File: config.mk
export PLATFORM = sky130hd
export DESIGN_NAME = thumb_fetch_flat
export DESIGN_NICKNAME = d
export VERILOG_FILES = /design/src/rtl/thumb_fetch_pkg.sv /design/src/rtl/thumb_fetch_if.sv /design/src/rtl/thumb_fetch_hw_fifo.sv /design/src/rtl/thumb_fetch.sv /design/src/flat_wrapper.sv
export SDC_FILE = /design/constraint.sdc
export NUM_CORES = 1
export LEC_CHECK = 0
export CORE_AREA = 10 10 102 172
export CTS_BUF_LIST = sky130_fd_sc_hd__clkbuf_8
export DETAILED_ROUTE_END_ITERATION = 10
export DIE_AREA = 0 0 112 182
export PLACE_DENSITY = 0.82
export SKIP_LAST_GASP = 1
export SYNTH_ARGS = -nofsm -noshare
export SYNTH_HDL_FRONTEND = slang
export SYNTH_HIERARCHICAL = 1
export SYNTH_SLANG_ARGS = --single-unit
File: constraint.sdc
create_clock -name clk -period 5.25 [get_ports clk]
set_clock_uncertainty 0.05 [all_clocks]
set_input_delay 1.575 -clock clk [delete_from_list [all_inputs] [get_ports clk]]
set_output_delay 1.575 -clock clk [all_outputs]
set_load 0.05 [all_outputs]
File: src/rtl/thumb_fetch_pkg.sv
// Shared types and constants for the Thumb instruction fetch unit.
package thumb_fetch_pkg;

    typedef enum logic [1:0] {
        REQ       = 2'd0,
        WAIT      = 2'd1,
        WAIT_DROP = 2'd2
    } fetch_state_t;

    localparam int FETCH_FIFO_DEPTH = 4;
    localparam int HALFWORD_W       = 16;
    localparam int WORD_BYTES       = 4;

endpackage

File: src/rtl/thumb_fetch_if.sv
// Bundle of the instruction-memory bus, the decode-side halfword handshake
// and the branch redirect inputs. The fetch unit is the master side.
interface thumb_fetch_if
    import thumb_fetch_pkg::*;
    #(parameter int ADDR_W = 32);

    logic                  mem_req;
    logic [ADDR_W-1:0]     mem_addr;
    logic                  mem_valid;
    logic [31:0]           mem_rdata;
    logic [HALFWORD_W-1:0] instruction;
    logic [ADDR_W-1:0]     instr_pc;
    logic                  instr_valid;
    logic                  instr_ready;
    logic                  redirect;
    logic [ADDR_W-1:0]     redirect_pc;

    modport master (
        output mem_req, mem_addr, instruction, instr_pc, instr_valid,
        input  mem_valid, mem_rdata, instr_ready, redirect, redirect_pc
    );

    modport slave (
        input  mem_req, mem_addr, instruction, instr_pc, instr_valid,
        output mem_valid, mem_rdata, instr_ready, redirect, redirect_pc
    );

endinterface

File: src/rtl/thumb_fetch_hw_fifo.sv
// Four-entry halfword circular buffer: accepts 0, 1 or 2 halfwords per
// cycle, releases at most one, and can be emptied in a single cycle.
module hw_fifo
    import thumb_fetch_pkg::*;
(
    input  logic                  clk,
    input  logic                  rst,
    input  logic                  flush,
    input  logic [1:0]            push_cnt,
    input  logic [HALFWORD_W-1:0] push_lo,
    input  logic [HALFWORD_W-1:0] push_hi,
    input  logic                  pop,
    output logic [HALFWORD_W-1:0] head,
    output logic [2:0]            count
);

    logic [HALFWORD_W-1:0] mem [FETCH_FIFO_DEPTH];
    logic [1:0]            rd_ptr;
    logic [1:0]            wr_ptr;

    // Storage, pointers and occupancy; flush empties without touching data.
    always_ff @(posedge clk or posedge rst) begin
        if (rst) begin
            for (int i = 0; i < FETCH_FIFO_DEPTH; i++) begin
                mem[i] <= '0;
            end
            rd_ptr <= '0;
            wr_ptr <= '0;
            count  <= '0;
        end else if (flush) begin
            rd_ptr <= '0;
            wr_ptr <= '0;
            count  <= '0;
        end else begin
            if (push_cnt != 2'd0) begin
                mem[wr_ptr] <= push_lo;
            end
            if (push_cnt == 2'd2) begin
                mem[wr_ptr + 2'd1] <= push_hi;
            end
            wr_ptr <= wr_ptr + push_cnt;
            if (pop) begin
                rd_ptr <= rd_ptr + 2'd1;
            end
            count <= count + {1'b0, push_cnt} - {2'b00, pop};
        end
    end

    assign head = mem[rd_ptr];

    // The fetch issue rule must never let the buffer exceed its depth.
    a_no_overflow: assert property (@(posedge clk) disable iff (rst)
        !flush |-> ({1'b0, count} + {2'b00, push_cnt} - {3'b000, pop}) <= 4'(FETCH_FIFO_DEPTH));

endmodule

File: src/rtl/thumb_fetch.sv
// Thumb instruction fetch: requests little-endian words from instruction
// memory, splits them into halfwords and streams them to decode, honouring
// branch redirects (including halfword-aligned targets and stale responses).
module thumb_fetch
    import thumb_fetch_pkg::*;
#(
    parameter int                ADDR_W   = 32,
    parameter logic [ADDR_W-1:0] RESET_PC = '0
)(
    input  logic          clk,
    input  logic          rst,
    thumb_fetch_if.master bus
);

    localparam logic [1:0] ST_REQ       = REQ;
    localparam logic [1:0] ST_WAIT      = WAIT;
    localparam logic [1:0] ST_WAIT_DROP = WAIT_DROP;

    localparam logic [ADDR_W-1:0] WORD_MASK   = ~ADDR_W'(3);
    localparam logic [ADDR_W-1:0] HW_MASK     = ~ADDR_W'(1);
    localparam logic [ADDR_W-1:0] RESET_FETCH = RESET_PC & WORD_MASK;
    localparam logic [ADDR_W-1:0] RESET_INSTR = RESET_PC & HW_MASK;

    logic [1:0]            state;
    logic [ADDR_W-1:0]     fetch_pc;
    logic [ADDR_W-1:0]     instr_pc;
    logic                  skip_low;
    logic [2:0]            count;
    logic                  issue;
    logic                  accept;
    logic                  pop;
    logic [1:0]            push_cnt;
    logic [HALFWORD_W-1:0] push_lo;
    logic [HALFWORD_W-1:0] push_hi;
    logic [HALFWORD_W-1:0] head;

    // Issue, accept and pop decisions; a redirect overrides all of them.
    always_comb begin
        issue    = !rst && (state == ST_REQ) && (count <= 3'd2) && !bus.redirect;
        accept   = (state == ST_WAIT) && bus.mem_valid && !bus.redirect;
        pop      = (count != 3'd0) && bus.instr_ready && !bus.redirect;
        push_cnt = 2'd0;
        if (accept) begin
            push_cnt = skip_low ? 2'd1 : 2'd2;
        end
        push_lo  = skip_low ? bus.mem_rdata[31:16] : bus.mem_rdata[15:0];
        push_hi  = bus.mem_rdata[31:16];
    end

    hw_fifo u_fifo (
        .clk      (clk),
        .rst      (rst),
        .flush    (bus.redirect),
        .push_cnt (push_cnt),
        .push_lo  (push_lo),
        .push_hi  (push_hi),
        .pop      (pop),
        .head     (head),
        .count    (count)
    );

    // Request sequencing with one outstanding word; stale responses are dropped.
    always_ff @(posedge clk or posedge rst) begin
        if (rst) begin
            state <= ST_REQ;
        end else begin
            case (state)
                ST_REQ: begin
                    if (issue) begin
                        state <= ST_WAIT;
                    end
                end
                ST_WAIT: begin
                    if (bus.redirect && !bus.mem_valid) begin
                        state <= ST_WAIT_DROP;
                    end else if (bus.mem_valid) begin
                        state <= ST_REQ;
                    end
                end
                ST_WAIT_DROP: begin
                    if (bus.mem_valid) begin
                        state <= ST_REQ;
                    end
                end
                default: state <= ST_REQ;
            endcase
        end
    end

    // Fetch address, decode address and the half-word skip for odd targets.
    always_ff @(posedge clk or posedge rst) begin
        if (rst) begin
            fetch_pc <= RESET_FETCH;
            instr_pc <= RESET_INSTR;
            skip_low <= RESET_PC[1];
        end else if (bus.redirect) begin
            fetch_pc <= bus.redirect_pc & WORD_MASK;
            instr_pc <= bus.redirect_pc & HW_MASK;
            skip_low <= bus.redirect_pc[1];
        end else begin
            if (accept) begin
                fetch_pc <= fetch_pc + ADDR_W'(WORD_BYTES);
                skip_low <= 1'b0;
            end
            if (pop) begin
                instr_pc <= instr_pc + ADDR_W'(2);
            end
        end
    end

    assign bus.mem_req     = issue;
    assign bus.mem_addr    = fetch_pc;
    assign bus.instr_valid = (count != 3'd0);
    assign bus.instruction = head;
    assign bus.instr_pc    = instr_pc;

    // Memory only answers requests, so a response while idle is a bus error.
    a_no_unsolicited: assert property (@(posedge clk) disable iff (rst)
        bus.mem_valid |-> (state != ST_REQ));

endmodule
File: src/flat_wrapper.sv
// flat-port wrapper written by rule: the top's interface ports become plain ports
module thumb_fetch_flat import thumb_fetch_pkg::*;
#(
    parameter int                ADDR_W   = 32,
    parameter logic [ADDR_W-1:0] RESET_PC = '0
)
  (clk, rst, bus_mem_req, bus_mem_addr, bus_instruction, bus_instr_pc, bus_instr_valid, bus_mem_valid, bus_mem_rdata, bus_instr_ready, bus_redirect, bus_redirect_pc);
  thumb_fetch_if #(.ADDR_W(ADDR_W)) bus_i ();
  input  logic clk;
  input  logic rst;
  output wire logic [$bits(bus_i.mem_req)-1:0] bus_mem_req;
  output wire logic [$bits(bus_i.mem_addr)-1:0] bus_mem_addr;
  output wire logic [$bits(bus_i.instruction)-1:0] bus_instruction;
  output wire logic [$bits(bus_i.instr_pc)-1:0] bus_instr_pc;
  output wire logic [$bits(bus_i.instr_valid)-1:0] bus_instr_valid;
  input wire logic [$bits(bus_i.mem_valid)-1:0] bus_mem_valid;
  input wire logic [$bits(bus_i.mem_rdata)-1:0] bus_mem_rdata;
  input wire logic [$bits(bus_i.instr_ready)-1:0] bus_instr_ready;
  input wire logic [$bits(bus_i.redirect)-1:0] bus_redirect;
  input wire logic [$bits(bus_i.redirect_pc)-1:0] bus_redirect_pc;
  assign bus_mem_req = bus_i.mem_req;
  assign bus_mem_addr = bus_i.mem_addr;
  assign bus_instruction = bus_i.instruction;
  assign bus_instr_pc = bus_i.instr_pc;
  assign bus_instr_valid = bus_i.instr_valid;
  assign bus_i.mem_valid = bus_mem_valid;
  assign bus_i.mem_rdata = bus_mem_rdata;
  assign bus_i.instr_ready = bus_instr_ready;
  assign bus_i.redirect = bus_redirect;
  assign bus_i.redirect_pc = bus_redirect_pc;
  thumb_fetch #(.ADDR_W(ADDR_W), .RESET_PC(RESET_PC)) u_core (.clk(clk), .rst(rst), .bus(bus_i));
endmodule
## Yosys cells after proc, flatten, opt, wreduce, memory -nomap -nowiden

Cells that the tools add are included.

| word-level totals | value |
|---|---|
| bits of input ports | 69 |
| bits in registers | 138 |
| logic and storage cells | 78 |
| output and inout port bits | 82 |

| cells by class | value |
|---|---|
| bitwise logic cells | 3 |
| $add $sub $neg | 7 |
| reductions and logical operators | 18 |
| order comparisons | 6 |
| muxes and demuxes | 29 |
| equality and inequality tests | 4 |

Operators with widths:

| kind | count |
|---|---|
| 64-bit 2-to-1 mux | 3 |
| 64-bit bitwise mux | 2 |
| 32-bit 2-to-1 mux | 4 |
| 16-bit 2-to-1 mux | 5 |
| 16-bit demux with 2-bit select | 2 |
| 32-bit by 2-bit adder with 32-bit output (second input constant) | 1 |
| 32-bit by 3-bit adder with 32-bit output (second input constant) | 1 |
| 16-bit binary-select mux with 2-bit select | 1 |
| 2-bit 2-to-1 mux | 8 |
| 1-bit logical AND | 10 |
| 3-bit greater-or-equal comparator (second input constant) | 3 |
| 2-bit inverter with 3-bit output | 3 |
| 3-bit by 1-bit < comparator with 1-bit output (second input constant) | 2 |
| 2-bit case mux with 3 select lines | 1 |
| 2-bit nonzero test | 3 |
| 2-bit by 1-bit adder with 2-bit output (second input constant) | 2 |
| 2-bit == test (second input constant) | 2 |
| 3-bit by 2-bit adder with 3-bit output | 1 |
| 3-bit by 2-bit <= comparator with 1-bit output (second input constant) | 1 |
| 1-bit logical NOT | 3 |
| 3-bit 2-to-1 mux | 1 |
| 3-bit nonzero test | 1 |
| 3-bit by 1-bit subtractor with 3-bit output | 1 |
| 2-bit adder | 1 |
| other kinds (4) | 5 |

## Depth between registers and ports, before layout

| depth | value |
|---|---|
| word-level depth | 10 |
| depth in mapped cells | 13 |
| depth with buffers taken out | 10 |

## Hierarchy

Netlist, hierarchy kept.

Modules (own cells, without submodules):

| module | area each (um^2) | seq. area each (um^2) | times used | cells each |
|---|---|---|---|---|
| thumb_fetch | 4149.0 | 1601.5 | 1 | 456 |
| hw_fifo | 3651.0 | 1776.7 | 1 | 284 |

## Least setup slack after synthesis

OpenSTA, ideal clock, no wires.

| timing path | value |
|---|---|
| path kind | input to output |
| start point | in rst |
| end point | out bus_mem_req |
| data arrival time | 4.619 ns |
| setup slack | -0.994 ns |
| required time | 3.625 ns |
| stages | 3 |
| cells stage by stage | inv_1 > nand3_1 > nor4_1 |

| on the way | value |
|---|---|
| longest elaborated chain between the ends | 4 |

RTL lines:

| element | RTL line | text |
|---|---|---|
| start, declared | flat_wrapper.sv:10 | `input logic rst;` |
| 1-bit logical NOT (no source line) | n/a |  |
| 1-bit logical AND (3 in a row) | thumb_fetch.sv:39 | `issue = !rst && (state == ST_REQ) && (count <= 3'd2) && !bus.redirect;` |
| end, declared | flat_wrapper.sv:11 | `output wire logic [$bits(bus_i.mem_req)-1:0] bus_mem_req;` |

No other way between the ends.

## Worst setup path in the final report

Same ends and word-level chain as after synthesis.

==> results.md <==
* Endpoint arrival time on the critical path at 2670 ps
* Hold_ws at 449.1 ps
* Worst setup EP type: primary output
* RSZ-0062 raised after global routing: false
* PD cells at 385.8 mW/mm^2
* Syn Inst Count at 740
* Synthesis-stage register bit count at 135
* Max_cap viols at 0
* Worst path required time at 3630 ps
* Global-route wire length before repair at 38.80 mm
* Worst path cell trace: clkdlybuf4s50_1 -> clkinvlp_4 -> nand3_1 -> nor4_2 -> buf_4
* Total CTS buffers at 17
* DRT Wirelength at 24.19 mm
* Worst-path fanout max at 2
* Post-CTS Hold Buffers at 0
* Drt pass-1 iters at 5
* Vias in the first global route at 7366
* Row Count at 59
* DRT iter0 DRCs at 435
* Initial antenna violation count at 0
* Dominant cells by area after synthesis: dfrtp_1 43%, a2bb2oi_1 6.3%, o22ai_1 5.1%, mux4_2 4.6%, mux2_2 4.3%
* Nets at 943
* Resized cells post-CTS at 0
* Peak Freq at 232.8 MHz
* Routed via count at 6956
* Core area at 0.01469 sq mm
* Endpoints failing hold at 0
* Worst relative slew slack at 16.50%
* Crit path time final at 4296 ps
* Measured slew at the worst slew-check pin at 1241 ps
* Fin Setup TNS at 0 ps
* Number of flops mapped to enable cells by yosys at 0
* CTS tree: built
* Synth top area share at 43.31%
* Vias per inst at 6.544
* Crit path launch type: primary input
* Count leader, synth: dfrtp_1
* Post-CTS Setup Bufs at 0
* Critical setup path kind: in2out
* Max VDD drop at 0.2205 mV
* Distinct cells, synth at 72
* Register area at 0.003378 sq mm
* Area leader, netlist: dfrtp_1
* Sequential area share after synthesis at 43.31%
* Ys flop type: dfrtp_1
* Final Wtd Congestion at 0.9486
* Pleak at 0.003723 uW
* Clock buffer depth at 2
* Post-layout util at 65.95%
* HPWL after DPL at 17.17 mm
* HP Class: reg2reg
* Grt ovf at 0
* Most frequent cells after synthesis: 135 x dfrtp_1, 64 x o22ai_1, 56 x a2bb2oi_1
* Clock Latency Late Sink at 450 ps
* Die X at 112 um
* Number of remaining DRC errors at 0
* Boundary pin count at 151
* Fill cell count at 1163
* Crit path largest cell delay at 470 ps
* Count of final max-slew check failures at 0
* Die ar. at 0.02038 sq mm
* Syn Std Cell Area at 0.007800 sq mm
* Antenna Diode Count at 0
* Run status: completed
* Largest net degree at the start of global routing at 65
* CP max-delay cell: clkdlybuf4s50_1
* Die height at 182 um
* Clock Tree Root: clkbuf_8
* Share of layout cells above drive strength 1 at 14.89%
* Final Cycle Share at 81.82%
* Post-route ant nets at 0
* CTS Sinks at 135
* Clock Pin Slew Worst Setup and Hold Paths at 80 ps
* Drt wl/cell at 22.75 um
* Final setup violation count at 0
* Multi-input logic area at 0.004091 sq mm
* YS warnings at 6
* Initial Util at 53.10%
* Port bufs at 146
* Clock H-tree levels at 4
* Area Growth Syn to Fin at 24.21%
* Synth async-reset ratio at 100.0%
* Global router's overall resource usage at 23.33%
* Mean Syn Cell Area at 10.54 sq um
-- final timing paths --
kind | cells after the start | slack, ps | end | from
worst max-delay path | 5 | 950 | bus_mem_req | rst
worst min-delay path | 1 | 450 | u_core/u_fifo/mem[16] | u_core/u_fifo/mem[16]
worst max register to register | 5 | 2380 | u_core/u_fifo/mem[0] | u_core/skip_low
worst min register to register | 1 | 450 | u_core/u_fifo/mem[16] | u_core/u_fifo/mem[16]
max in group asynchronous | 3 | 2820 | u_core/bus.mem_addr[30] | rst
min in group asynchronous | 3 | 1550 | u_core/u_fifo/mem[59] | rst
-- cell usage in the layout, fill, tap and decap left out, drive strengths merged, types with 16 or more instances in the layout --
cell type	instances
nor3	29
clkbuf	17
nor4	21
nand4	21
a211oi	21
o22ai	64
inv	26
nand3	24
a21oi	16
a2bb2oi	60
nand2	36
mux4	16
clkdlybuf4s50	144
xnor2	16
mux2	30
dfrtp	135
nor2	44
buf	16
-- worst max-delay path: cells and delay by family --
kind,cells,cell delay [ps]
buf+inv,3,830
simple gates,2,260
-- registers in the layout, indices dropped and copies added, names as in the netlist --
name / flops
u_core/skip_low: 1
u_core/u_fifo/mem: 64
u_core/state: 2
u_core/bus.instr_pc: 31
u_core/bus.mem_addr: 30
u_core/u_fifo/wr_ptr: 2
u_core/u_fifo/count: 3
u_core/u_fifo/rd_ptr: 2
-- report_power, final --
group / internal, uW / total [uW] / switching (uW) / leakage [uW]
combinational: 607 / 1480 / 874 / 0.00188
clock: 344 / 811 / 467 / 0.000179
sequential: 1250 / 1450 / 197 / 0.00166
-- area by class of cell --
class / instances / share of cell area [%]
multi-input combinational: 536 / 42.23
sequential: 135 / 34.87
timing repair buffer: 160 / 16.09
clock buffer: 17 / 2.415
tap: 183 / 2.363
clock inverter: 15 / 1.330
inverter: 17 / 0.6974
-- kinds of logic (layout without fill, tap and decap cells) --
| family | count (synthesis) | in the layout | synth area share [%] |
|---|---|---|---|
| simple gates | 237 | 237 | 17.69 |
| compound gates | 214 | 214 | 21.09 |
| flops | 135 | 135 | 43.31 |
| buf+inv | 71 | 209 | 4.411 |
| mux | 47 | 47 | 9.079 |
| xor+xnor | 28 | 28 | 3.144 |
| fa+ha+maj | 7 | 7 | 1.219 |
| other cells | 1 | 3 | 0.04808 |
-- stage by stage --
stage / std cells / area (sq um) / setup slack, ps / total power [uW]
final: 1063 / 9688 / 954.3 / 3737
after global routing: 1063 / 9688 / 869.1 / 3918
after CTS: 1063 / 9688 / 921.5 / 3764
after detailed placement: 1031 / 9325 / 844.2 / 2941
after global placement: 1031 / 9325 / 910.4 / 2917
after floorplan: 742 / 7818 / 271.2 / 2442
-- routing by layer --
metal	vias up	GRT usage, %	part of all wire (%)
met5	-	0	0
met4	0	12.74	4.7
met3	68	7.096	8.8
met2	338	39.38	51
met1	3391	25.50	36
li1	3159	-	-
Note: power is estimated with default switching activity, not from simulation.
